### src/rtl/ins_mem_loader.sv
// Instruction-memory loader: assembles a big-endian byte stream into 32-bit words,
// writes them sequentially into the instruction memory and holds the core in reset
// until the whole image has been written.
module ins_mem_loader #(
  parameter int unsigned DataWidth = 32,
  parameter int unsigned AddrWidth = 8
) (
  input  logic                 clk,
  input  logic                 RST,
  input  logic                 Start,
  input  logic [AddrWidth:0]   Num_Words,
  input  logic                 Byte_Valid,
  input  logic [7:0]           Byte_Data,
  output logic                 Byte_Ready,
  output logic                 WR_Enable,
  output logic [AddrWidth-1:0] WR_Addr,
  output logic [DataWidth-1:0] WR_Data,
  output logic                 Core_RST,
  output logic                 Busy,
  output logic                 Done,
  output logic [7:0]           Checksum
);

  typedef enum logic [1:0] {StIdle, StRecv, StWrite, StDone} state_e;

  // Largest loadable image: one word per address, so the address never wraps onto 0.
  localparam logic [AddrWidth:0]   MaxWords = {1'b1, {AddrWidth{1'b0}}};
  localparam logic [AddrWidth:0]   CntOne   = 1;
  localparam logic [AddrWidth-1:0] AddrOne  = 1;

  state_e                 state_q, state_d;
  logic [AddrWidth:0]     num_q, num_d;
  logic [AddrWidth:0]     cnt_q, cnt_d;
  logic [AddrWidth-1:0]   addr_q, addr_d;
  logic [DataWidth-1:0]   data_q, data_d;
  logic [1:0]             idx_q, idx_d;
  logic [7:0]             csum_q, csum_d;

  // State and datapath registers with synchronous reset.
  always_ff @(posedge clk) begin
    if (RST) begin
      state_q <= StIdle;
      num_q   <= '0;
      cnt_q   <= '0;
      addr_q  <= '0;
      data_q  <= '0;
      idx_q   <= '0;
      csum_q  <= '0;
    end else begin
      state_q <= state_d;
      num_q   <= num_d;
      cnt_q   <= cnt_d;
      addr_q  <= addr_d;
      data_q  <= data_d;
      idx_q   <= idx_d;
      csum_q  <= csum_d;
    end
  end

  // Next-state logic: latch a load on Start, gather four bytes, write, repeat.
  always_comb begin
    state_d = state_q;
    num_d   = num_q;
    cnt_d   = cnt_q;
    addr_d  = addr_q;
    data_d  = data_q;
    idx_d   = idx_q;
    csum_d  = csum_q;
    unique case (state_q)
      StIdle, StDone: begin
        if (Start) begin
          num_d   = (Num_Words > MaxWords) ? MaxWords : Num_Words;
          cnt_d   = '0;
          addr_d  = '0;
          idx_d   = '0;
          csum_d  = '0;
          state_d = (num_d == '0) ? StDone : StRecv;
        end
      end
      StRecv: begin
        // Byte_Ready is high throughout this state, so Byte_Valid alone accepts.
        if (Byte_Valid) begin
          unique case (idx_q)
            2'd0: data_d[31:24] = Byte_Data;
            2'd1: data_d[23:16] = Byte_Data;
            2'd2: data_d[15:8]  = Byte_Data;
            2'd3: data_d[7:0]   = Byte_Data;
            default: ;
          endcase
          csum_d = csum_q + Byte_Data;
          idx_d  = idx_q + 2'd1;
          if (idx_q == 2'd3) begin
            state_d = StWrite;
          end
        end
      end
      StWrite: begin
        cnt_d = cnt_q + CntOne;
        if (cnt_d == num_q) begin
          state_d = StDone;
        end else begin
          addr_d  = addr_q + AddrOne;
          state_d = StRecv;
        end
      end
      default: state_d = StIdle;
    endcase
  end

  // Outputs decode only registered state, so nothing flows straight from inputs.
  assign Byte_Ready = (state_q == StRecv);
  assign WR_Enable  = (state_q == StWrite);
  assign WR_Addr    = addr_q;
  assign WR_Data    = data_q;
  assign Core_RST   = (state_q != StDone);
  assign Busy       = (state_q == StRecv) || (state_q == StWrite);
  assign Done       = (state_q == StDone);
  assign Checksum   = csum_q;

endmodule
### config.mk
export PLATFORM = sky130hd
export DESIGN_NAME = ins_mem_loader
export DESIGN_NICKNAME = d
export VERILOG_FILES = /design/src/rtl/ins_mem_loader.sv
export SDC_FILE = /design/constraint.sdc
export NUM_CORES = 1
export LEC_CHECK = 0
export BUFFER_PORTS_ARGS = -buffer_cell sky130_fd_sc_hd__clkbuf_2
export CAP_MARGIN = 20
export CORE_ASPECT_RATIO = 1.2
export CORE_MARGIN = 1.5
export CORE_UTILIZATION = 55
export CTS_BUF_LIST = sky130_fd_sc_hd__clkbuf_8
export DETAILED_ROUTE_END_ITERATION = 16
export HOLD_SLACK_MARGIN = 0.15
export PLACE_DENSITY = 0.85
export SLEW_MARGIN = 30
export SYNTH_ARGS = -nofsm -noshare
export SYNTH_HDL_FRONTEND = slang
export SYNTH_SLANG_ARGS = --single-unit
### constraint.sdc
create_clock -name clk -period 5.77 [get_ports clk]
set_input_delay 0.2885 -clock clk [delete_from_list [all_inputs] [get_ports clk]]
set_output_delay 0.2885 -clock clk [all_outputs]
set_load 0.02 [all_outputs]
==> key figures, run 1 <==
Setup path
  – CP max FO: 22
  – Crit-path cells: inv_1 -> ha_1 -> o2111ai_1 -> nor4_4 -> o2111ai_4 -> and3_1 -> a41o_1
  – R2R Path Start: state_q[0]
  – CP Buf/Inv Count: 1
  – Delay-heaviest family, CP: compound AO/OA/AOI/OAI gates
  – Arrival @ worst endpoint: 2.86 ns
  – Required @ worst endpoint: 6.02 ns
  – Crit path capture type: register
  – R2r endpoint: WR_Addr[2]
  – Setup Crit Path Kind: reg2reg
  – Worst Setup Start Kind: register
  – Crit-path max cell delay: 0.61 ns
  – R2r worst-path depth: 7
  – R2r setup slk: 3.16 ns
  – Worst Setup SP: state_q[0]
  – Slowest cell on crit path: ha_1

Global route
  – Remaining global-route overflow: 0
  – Vias in the first global route: 3006
  – First-pass GRT wire length: 13.77 mm
  – Initial antenna violation count: 0
  – Total GRT Usage: 24.48%
  – Largest net degree at the start of global routing: 71

Detailed routing
  – Drt pass-1 iters: 5
  – Drt wl/cell: 14.81 um
  – Post-route ant nets: 0
  – Initial DRC count: 253
  – Final wirelength: 8.235 mm
  – Drt drc: 0
  – Via density: 5.651
  – Via count: 3142

Worst hold path
  – Hold depth: 3
  – Worst min path class: in2reg
  – Min-delay src: Start
  – Hold endpoint: num_q[8]

Logic synthesis
  – Post-synth EDFFs: 0
  – Yosys warnings: 0
  – Syn_nets: 446
  – Synth Instances: 407
  – Number of synthesized register bits: 70
  – Async SR Flop Fraction: 0%
  – Top FF cell, synth: dfxtp_1
  – Syn_area_per_cell: 8.774 um2
  – Post-Synthesis Cell Area: 3571 um2
  – Distinct cells, synth: 53
  – Sequential area share after synthesis: 39.24%

Timing
  – Worst Max-Slew Pin Slew: 0.7991 ns
  – Layout Skew: 0.01146 ns
  – Sum Neg Setup Slack: 0 ns
  – Final Max Slew Viols: 0
  – Final number of hold-violating endpoints: 0
  – F_max: 0.3831 GHz
  – Slew HR: 46.37%
  – RSZ-0062 raised after global routing: no
  – Setup Viol. Count Final: 0
  – Crit share post-route: 45.24%
  – Crit path time final: 2.610 ns

Place
  – Post-placement cell area: 3929 um2
  – GPL Wtd Cong: 0.8585
  – PortBufs: 73
  – HPWL after detailed placement: 5.796 mm

CTS
  – Hold_buf cts: 0
  – H-tree Lvls: 3
  – CTS resizes: 0
  – Max clock buf depth: 2
  – Clk_lat worst skew: 0.35 ns
  – TritonCTS Buffers: 9
  – CTS tree: yes
  – Root Buffer: clkbuf_8
  – Post-CTS Setup Inserts: 0
  – Reg clk slew, reported paths: 0.08 ns
  – Clk sinks: 70

Floorplan
  – Initial Utilization: 56.09%
  – Ports: 74
  – Die ar.: 6987 um2
  – Vert. Die Dim: 91.27 um
  – Std-Cell Rows: 32
  – Core region area: 6366 um2
  – Die Width: 76.56 um

Finish
  – Final net count: 505
  – Commonest non-fill, non-tap cell in the layout: clkbuf_2
  – Ratio of cells with drive above 1 in the final layout: 21.23%
  – Design Area, Final: 4156 um2
  – Commonest cells after routing, fill and taps aside: clkbuf_2, dfxtp_1, nor2_1
  – Area Growth Syn to Fin: 16.40%
  – N_diodes: 0

Job
  – Max-cap check violation count: 0

Power
  – Worst vdd ir: 279.0 uV
  – Leak: 1.973 nW
  – Power per cell area: 360.6 nW/um2

Status
  – Status: finished clean
tightest hold or removal path, delay by kind of cell:
family | cells | cell delay, ns
buf+inv | 1 | 0.12
compound gates | 1 | 0.06
simple gates | 1 | 0.09
routing by layer:
| metal | global-route usage, % | routed length [um] |
|---|---|---|
| met1 | 27.36 | 3375 |
| met2 | 43.60 | 4158 |
| met3 | 4.724 | 460 |
| met4 | 12.96 | 240 |
| met5 | 0 | 0 |
flip-flops by register name (all words and copies together) (netlist names):
name and cells:
Checksum 8, WR_Addr 8, WR_Data 32, cnt_q 9
idx_q 2, num_q 9, state_q 2
stage by stage:
step / worst slack [ns] / hold WS, ns / power, mW / utilization [%] / std cells
final: 3.160 / 0.2367 / 1.499 / 65.29 / 556
after global routing: 2.937 / 0.2649 / 1.585 / 65.29 / 556
after CTS: 3.177 / 0.2323 / 1.499 / 65.29 / 556
after detailed placement: 3.198 / 0.4704 / 1.051 / 61.71 / 540
after global placement: 3.282 / 0.4670 / 1.036 / 61.71 / 540
after floorplan: 3.581 / 0.4324 / 0.9385 / - / 407
kinds of logic after synthesis:
| kind of cell | synth area share [%] |
|---|---|
| AO/OA/AOI/OAI | 14.02 |
| AND/OR/NAND/NOR | 22.11 |
| XOR/XNOR | 3.889 |
| flip-flops | 39.24 |
| adder cells (fa/ha/maj) | 6.517 |
| buffers and inverters | 4.660 |
| multiplexers | 9.566 |
worst max-delay path by stage:
stage	cells past startpoint	endpoint
finish	7	WR_Addr[2]
global route	7	WR_Addr[2]
CTS	7	WR_Addr[2]
detailed placement	7	WR_Addr[2]
global placement	7	WR_Addr[2]
floorplan	8	WR_Addr[2]
Yosys cell counts, types with 2 or more instances:
master	number	area share [%]
nand4_1	5	0.88
buf_6	2	0.63
clkbuf_1	17	1.8
nor4_1	3	0.53
a211oi_1	2	0.42
nor3_1	11	1.5
or2_2	3	0.53
buf_1	2	0.21
a22oi_1	11	2.3
o21ai_0	9	1.3
buf_2	4	0.56
nand3_1	18	2.5
nor2_1	65	6.8
a21oi_1	22	3.1
nor3b_1	9	1.9
o2111ai_1	2	0.49
and2_1	4	0.70
nand2b_1	3	0.53
nand4b_1	2	0.49
dfxtp_1	70	39
and3_1	4	0.70
ha_1	17	6.0
o211ai_1	2	0.42
nor2b_1	2	0.35
a21o_1	5	1.1
nand2_1	26	2.7
a32o_1	6	1.7
mux2i_1	33	9.3
xnor2_1	9	2.2
inv_1	12	1.3
xor2_1	5	1.2
power breakdown:
group          switching (mW)  internal (mW)
Clock                   0.205          0.249
Sequential             0.0340          0.519
Combinational           0.337          0.154
area by class of cell:
cell class	count	area (um2)
repair buffers	74	372.9
clock inverters	7	103.9
fillers	502	2210
multi-input cells	299	2003
clock buffers	9	123.9
flip-flops and latches	70	1401
well taps	85	106.4
inverters	12	45.04
Note: power is estimated with default switching activity, not from simulation.
==> inputs of run 2 (changes only) <==
ABC_AREA = 1   (was default)
CORE_UTILIZATION = 51   (was 55)
PLACE_DENSITY = 0.83   (was 0.85)
clock period = 2.1 ns   (was 5.77 ns; I/O delays follow)
==> run 2 against run 1 <==
Against the previous run: sequential power increased to 2.8 times the previous value; setup slack got worse by 3.0 ns; design area increased by 8.1%; worst hold slack improved by 0.026 ns; critical path depth increased by 4; clock-buffer cell count increased by 1; largest power group unchanged; via count increased by 16%; power increased to 2.9 times the previous value; first-iteration DRC count decreased by 16%; critical path type unchanged; non-clock buffer count increased by 30; core utilization increased by 3.6 points.
==> key figures, run 2 <==
Global route
  – First-pass GRT wire length: 15.35 mm
  – Total GRT Usage: 26.43%
  – Largest net degree at the start of global routing: 43
  – Remaining global-route overflow: 0
  – Initial antenna violation count: 0
  – Vias in the first global route: 3425

Floorplan
  – Die Width: 78.35 um
  – Core region area: 6526 um2
  – Ports: 74
  – Die ar.: 7319 um2
  – Vert. Die Dim: 93.42 um
  – Initial Utilization: 53.24%
  – Std-Cell Rows: 32

Setup path
  – CP Buf/Inv Count: 3
  – Slowest cell on crit path: dfxtp_1
  – Crit path depth: 11
  – CP max FO: 6
  – Arrival @ worst endpoint: 2.16 ns
  – Setup Crit Path Kind: reg2reg
  – Worst Setup SP: cnt_q[0]
  – Crit-path cells: buf_4 -> inv_2 -> o21bai_1 -> nand2_1 -> nand2_1 -> nand3_1 -> nor3_4 -> buf_4 -> nand3_2 -> nand3_1 -> a21oi_1
  – Worst setup path endpoint: WR_Addr[3]
  – R2R Path Start: cnt_q[0]
  – Delay-heaviest family, CP: simple AND/OR/NAND/NOR gates
  – Crit path capture type: register
  – R2r setup slk: 0.15 ns
  – R2r endpoint: WR_Addr[3]
  – Worst Setup Start Kind: register
  – Required @ worst endpoint: 2.30 ns
  – Crit-path max cell delay: 0.39 ns
  – R2r worst-path depth: 11

Status
  – Status: finished clean

Logic synthesis
  – Most frequent cell after synthesis: nand2_1
  – Post-synth top area share: 40.33%
  – Top FF cell, synth: dfxtp_1
  – Yosys warnings: 0
  – Number of synthesized register bits: 70
  – Sequential area share after synthesis: 40.33%
  – Syn_area_per_cell: 7.254 um2
  – Top cells by area, synth: dfxtp_1, nand2_1, a21oi_1, nand3_1, ha_1
  – Distinct cells, synth: 34
  – Post-synth EDFFs: 0
  – Cell taking the most area after synthesis: dfxtp_1
  – Syn_nets: 518
  – Synth Instances: 479
  – Post-Synthesis Cell Area: 3475 um2
  – List of most frequent post-synthesis cells: nand2_1, a21oi_1, dfxtp_1
  – Async SR Flop Fraction: 0%

Power
  – Power per cell area: 968.1 nW/um2
  – Worst vdd ir: 550.6 uV
  – Leak: 1.831 nW
  – PnR Total Power: 4.350 mW

Finish
  – Ratio of cells with drive above 1 in the final layout: 22.64%
  – Commonest cells after routing, fill and taps aside: nand2_1, clkbuf_2, a21oi_1
  – Commonest non-fill, non-tap cell in the layout: nand2_1
  – Utilization after layout: 68.85%
  – Area Growth Syn to Fin: 29.31%
  – Max FFs per register: 32
  – Final net count: 617
  – N_diodes: 0

Place
  – HPWL after detailed placement: 6.439 mm
  – GPL Wtd Cong: 0.8793
  – Worst slack at placement: 0.09474 ns
  – PortBufs: 73

Timing
  – Worst Max-Slew Pin Slew: 0.6386 ns
  – Slew HR: 57.43%
  – Crit share post-route: 93.03%
  – F_max: 0.5119 GHz
  – Sum Neg Setup Slack: 0 ns
  – Final Max Slew Viols: 0
  – Final worst-path setup slack: 0.1463 ns
  – Setup Viol. Count Final: 0
  – Layout Skew: 0.009959 ns
  – Final number of hold-violating endpoints: 0
  – Crit path time final: 1.954 ns

Detailed routing
  – Drt pass-1 iters: 5
  – Post-route ant nets: 0
  – Drt wl/cell: 14.03 um
  – Final wirelength: 9.371 mm
  – Initial DRC count: 213
  – Drt drc: 0
  – Via count: 3631
  – Via density: 5.436

CTS
  – H-tree Lvls: 3
  – Clk sinks: 70
  – Max clock buf depth: 2
  – CTS tree: yes
  – Reg clk slew, reported paths: 0.08 ns
  – TritonCTS Buffers: 9
  – Root Buffer: clkbuf_8
  – Clk_lat worst skew: 0.35 ns

Worst hold path
  – Worst min path class: in2reg

Job
  – Max-cap check violation count: 0
-- run 2: cell count changes in the layout (fill, tap and decap cells not counted), moves of 8 or more --
| cell | delta |
|---|---|
| inv_1 | +19 |
| nand2_1 | +101 |
| a21oi_1 | +48 |
| dlygate4sd3_1 | +18 |
| nand3_1 | +42 |
| xnor2_1 | -8 |
| mux2i_1 | -33 |
| nor3_1 | -10 |
| buf_4 | +11 |
| nor2_1 | -40 |
-- run 2: worst min path at each step --
stage	endpoint	cells after the start	start	slack, ns
CTS	num_q[8]	4	Start	0.24
global route	num_q[8]	4	Start	0.29
global placement	num_q[3]	3	Num_Words[3]	0.35
floorplan	num_q[0]	2	Num_Words[0]	0.25
finish	num_q[8]	4	Start	0.26
detailed placement	num_q[3]	3	Num_Words[3]	0.36
-- run 2: through the flow --
stage	hold WS, ns	cells	area, um2
detailed placement	0.3616	632	3985
floorplan	0.2480	479	3475
CTS	0.2436	666	4419
global route	0.2871	668	4493
finish	0.2627	668	4493
global placement	0.3536	632	3985
-- run 2: cells by family after synthesis --
logic type | count (synthesis) | synth area share, %
AOI/OAI and AO/OA | 86 | 13.32
xor gates and xnor gates | 6 | 1.512
adders and majority gates | 18 | 6.698
buffers and inverters | 52 | 5.617
DFF | 70 | 40.33
and+or+nand+nor | 247 | 32.52
-- run 2: what timing repair did --
action                                  4_1_cts  5_1_grt
hold endpoints to repair                     40        0
endpoints found under the setup margin        0       48
hold buffers                                 18        0
gates resized for setup                       0       12
buffers inserted                              0        1
-- run 2: final cells by class --
class	instances	area, um2
inverter	35	138.9
sequential	70	1403
clock buffer	10	137.6
clock inverter	6	116.4
fill	526	2033
multi-input combinational	358	1936
tap	85	106.4
timing repair buffer	104	655.6
-- run 2: power by group --
part	internal, mW	switching, mW	total (mW)
clock	0.832	0.550	1.38
combinational	0.523	0.914	1.44
sequential	1.43	0.0977	1.53
total	2.79	1.56	4.35
-- run 2: tightest hold or removal path: stages --
cell      delay, ns
clkbuf_2       0.10
nand2_1        0.09
buf_4          0.18
a211oi_1       0.09
-- run 2: metal layers --
layer  up-vias  global-route usage (%)  wire length (um)
met4         0                   12.80               367
li1       1797                       -                 -
met2       163                   45.14              4629
met1      1633                   30.78              3752
met3        38                   6.537               622
met5         -                       0                 0
==> inputs of run 3 (changes only) <==
PLACE_DENSITY = 0.86   (was 0.83)
RECOVER_POWER = 25   (was default)
clock period = 1.78 ns   (was 2.1 ns; I/O delays follow)
==> run 3 against run 2 <==
Against the previous run: routed wire length is 14% higher; largest cell class unchanged; global-route usage is 1.3 points higher; the flow now finishes with violations (negative setup slack); flip-flop and latch count stayed put.
==> key figures, run 3 (synthesis results as in run 2) <==
Status
  – Status: finished, violations left
  – Failing checks: negative setup slack

Global route
  – Initial antenna violation count: 0
  – Total GRT Usage: 27.76%
  – Largest net degree at the start of global routing: 37
  – Vias in the first global route: 3561
  – Remaining global-route overflow: 0
  – First-pass GRT wire length: 16.12 mm

Finish
  – N_diodes: 0
  – Commonest non-fill, non-tap cell in the layout: nand2_1
  – Max FFs per register: 32
  – Final net count: 628
  – Commonest cells after routing, fill and taps aside: nand2_1, dfxtp_1, a21oi_1
  – Non-Filler Instances: 679
  – Area taken by multi-input logic gates: 2163 um2
  – Area Growth Syn to Fin: 37.23%
  – Total area of sequential cells: 1413 um2
  – Utilization after layout: 73.06%
  – Ratio of cells with drive above 1 in the final layout: 27.61%
  – Fillers: 485

Timing
  – Crit share post-route: 103.9%
  – Sum Neg Setup Slack: -0.4171 ns
  – Final Max Slew Viols: 0
  – RSZ-0062 raised after global routing: yes
  – Setup Viol. Count Final: 8
  – Worst Max-Slew Pin Slew: 0.5082 ns
  – Crit path time final: 1.850 ns
  – Slew HR: 66.12%
  – Final worst-path setup slack: -0.06994 ns
  – Final number of hold-violating endpoints: 0
  – Layout Skew: 0.009996 ns
  – F_max: 0.5406 GHz

Detailed routing
  – Met1 WL: 4.039 mm
  – Via density: 5.638
  – Drt pass-1 iters: 5
  – Wire length on met2: 5.489 mm
  – Drt drc: 0
  – Wire length on met3: 823 um
  – Post-route ant nets: 0
  – Initial DRC count: 267
  – Final wirelength: 10.70 mm
  – Drt wl/cell: 15.75 um
  – Max layer used: met4
  – Via count: 3828

CTS
  – Clk sinks: 70
  – TritonCTS Buffers: 9
  – Clk_lat worst skew: 0.36 ns
  – Max clock buf depth: 2
  – CTS tree: yes
  – Reg clk slew, reported paths: 0.09 ns
  – Root Buffer: clkbuf_8
  – H-tree Lvls: 3

Floorplan
  – Ports: 74
  – Die Width: 78.35 um
  – Std-Cell Rows: 32
  – Core region area: 6526 um2
  – Initial Utilization: 53.24%
  – Die ar.: 7319 um2
  – Vert. Die Dim: 93.42 um

Worst hold path
  – Worst min path class: in2reg

Setup path
  – Crit path capture type: register
  – Setup Crit Path Kind: reg2reg
  – Arrival @ worst endpoint: 2.10 ns
  – R2r setup slk: -0.07 ns
  – Critical Path Most Common Cell: nand2_1
  – Worst Setup Start Kind: register
  – CP max FO: 8
  – Slowest cell on crit path: dfxtp_2
  – Crit-path max cell delay: 0.35 ns
  – Crit-path cells: ha_4 -> nand2_1 -> nand2_1 -> nand3_1 -> nor2_2 -> nand3_2 -> nor3_4 -> nand3_4 -> nand2_8 -> nand2_2 -> nand2_1 -> nor2_1
  – Required @ worst endpoint: 2.03 ns

Place
  – GPL Wtd Cong: 0.8885
  – Dpl cells: 639
  – HPWL after detailed placement: 6.619 mm
  – PortBufs: 73

Power
  – Power per cell area: 1122 nW/um2
  – Leak: 1.835 nW
  – Worst vdd ir: 947.7 uV

Job
  – Max-cap check violation count: 0
[run 3: cell count changes in the layout (fill, tap and decap cells not counted), moves of 4 or more]
cell | previous run | this run
clkbuf_1 | 0 | 27
nand2_1 | 127 | 106
nor2_1 | 25 | 20
a21oi_1 | 70 | 64
ha_1 | 15 | 11
a21oi_2 | 1 | 7
nand2_2 | 6 | 23
dfxtp_1 | 69 | 65
buf_4 | 12 | 23
clkbuf_2 | 73 | 44
[run 3: worst max-delay path: cells and delay by family, from the launching register on]
kind                       cells  cell delay (ns)
adders and majority gates      1             0.28
DFF                            1             0.35
and+or+nand+nor               11             1.10
[run 3: what timing repair did]
action,CTS,global route
resized for setup,18,62
buffers inserted,1,6
hold buffers,18,0
cloned,1,0
hold endpoints to repair,41,0
pin swaps,7,22
endpoints found under the setup margin,18,48
[run 3: per-layer routing]
| layer | vias up | global-route usage (%) |
|---|---|---|
| li1 | 1823 | - |
| met1 | 1788 | 31.66 |
| met2 | 181 | 49.49 |
| met3 | 36 | 5.951 |
| met4 | 0 | 12.20 |
| met5 | - | 0 |
[run 3: worst paths after layout]
check | cells past startpoint | to | startpoint
min reg2reg | 2 | WR_Data[14] | WR_Data[14]
min | 6 | state_q[1] | Byte_Valid
max reg2reg | 12 | WR_Addr[1] | cnt_q[1]
max | 12 | WR_Addr[1] | cnt_q[1]
[run 3: power breakdown]
| part | internal, mW | switching, mW | leakage [nW] |
|---|---|---|---|
| clock | 0.811 | 0.713 | 0.112 |
| combinational | 0.789 | 1.24 | 1.15 |
| sequential | 1.69 | 0.105 | 0.569 |
[run 3: cell type report]
cell class | instances | area share, %
clock inverter | 7 | 2.204
clock buffer | 9 | 2.598
inverter | 35 | 2.834
tap | 85 | 2.230
multi-input combinational | 358 | 45.37
sequential | 70 | 29.62
timing repair buffer | 115 | 15.14
[run 3: through the flow]
step                      cell area, um2  power (mW)  hold slack (ns)  worst slack (ns)
after floorplan                     3480       2.874           0.2320          -0.02530
after global placement              4041       3.418           0.3406         -0.008915
after detailed placement            4041       3.471           0.3451          -0.07101
after CTS                           4532       5.044           0.2132          -0.04532
after global routing                4768       5.598           0.2674           -0.1495
final                               4768       5.349           0.2388          -0.06994
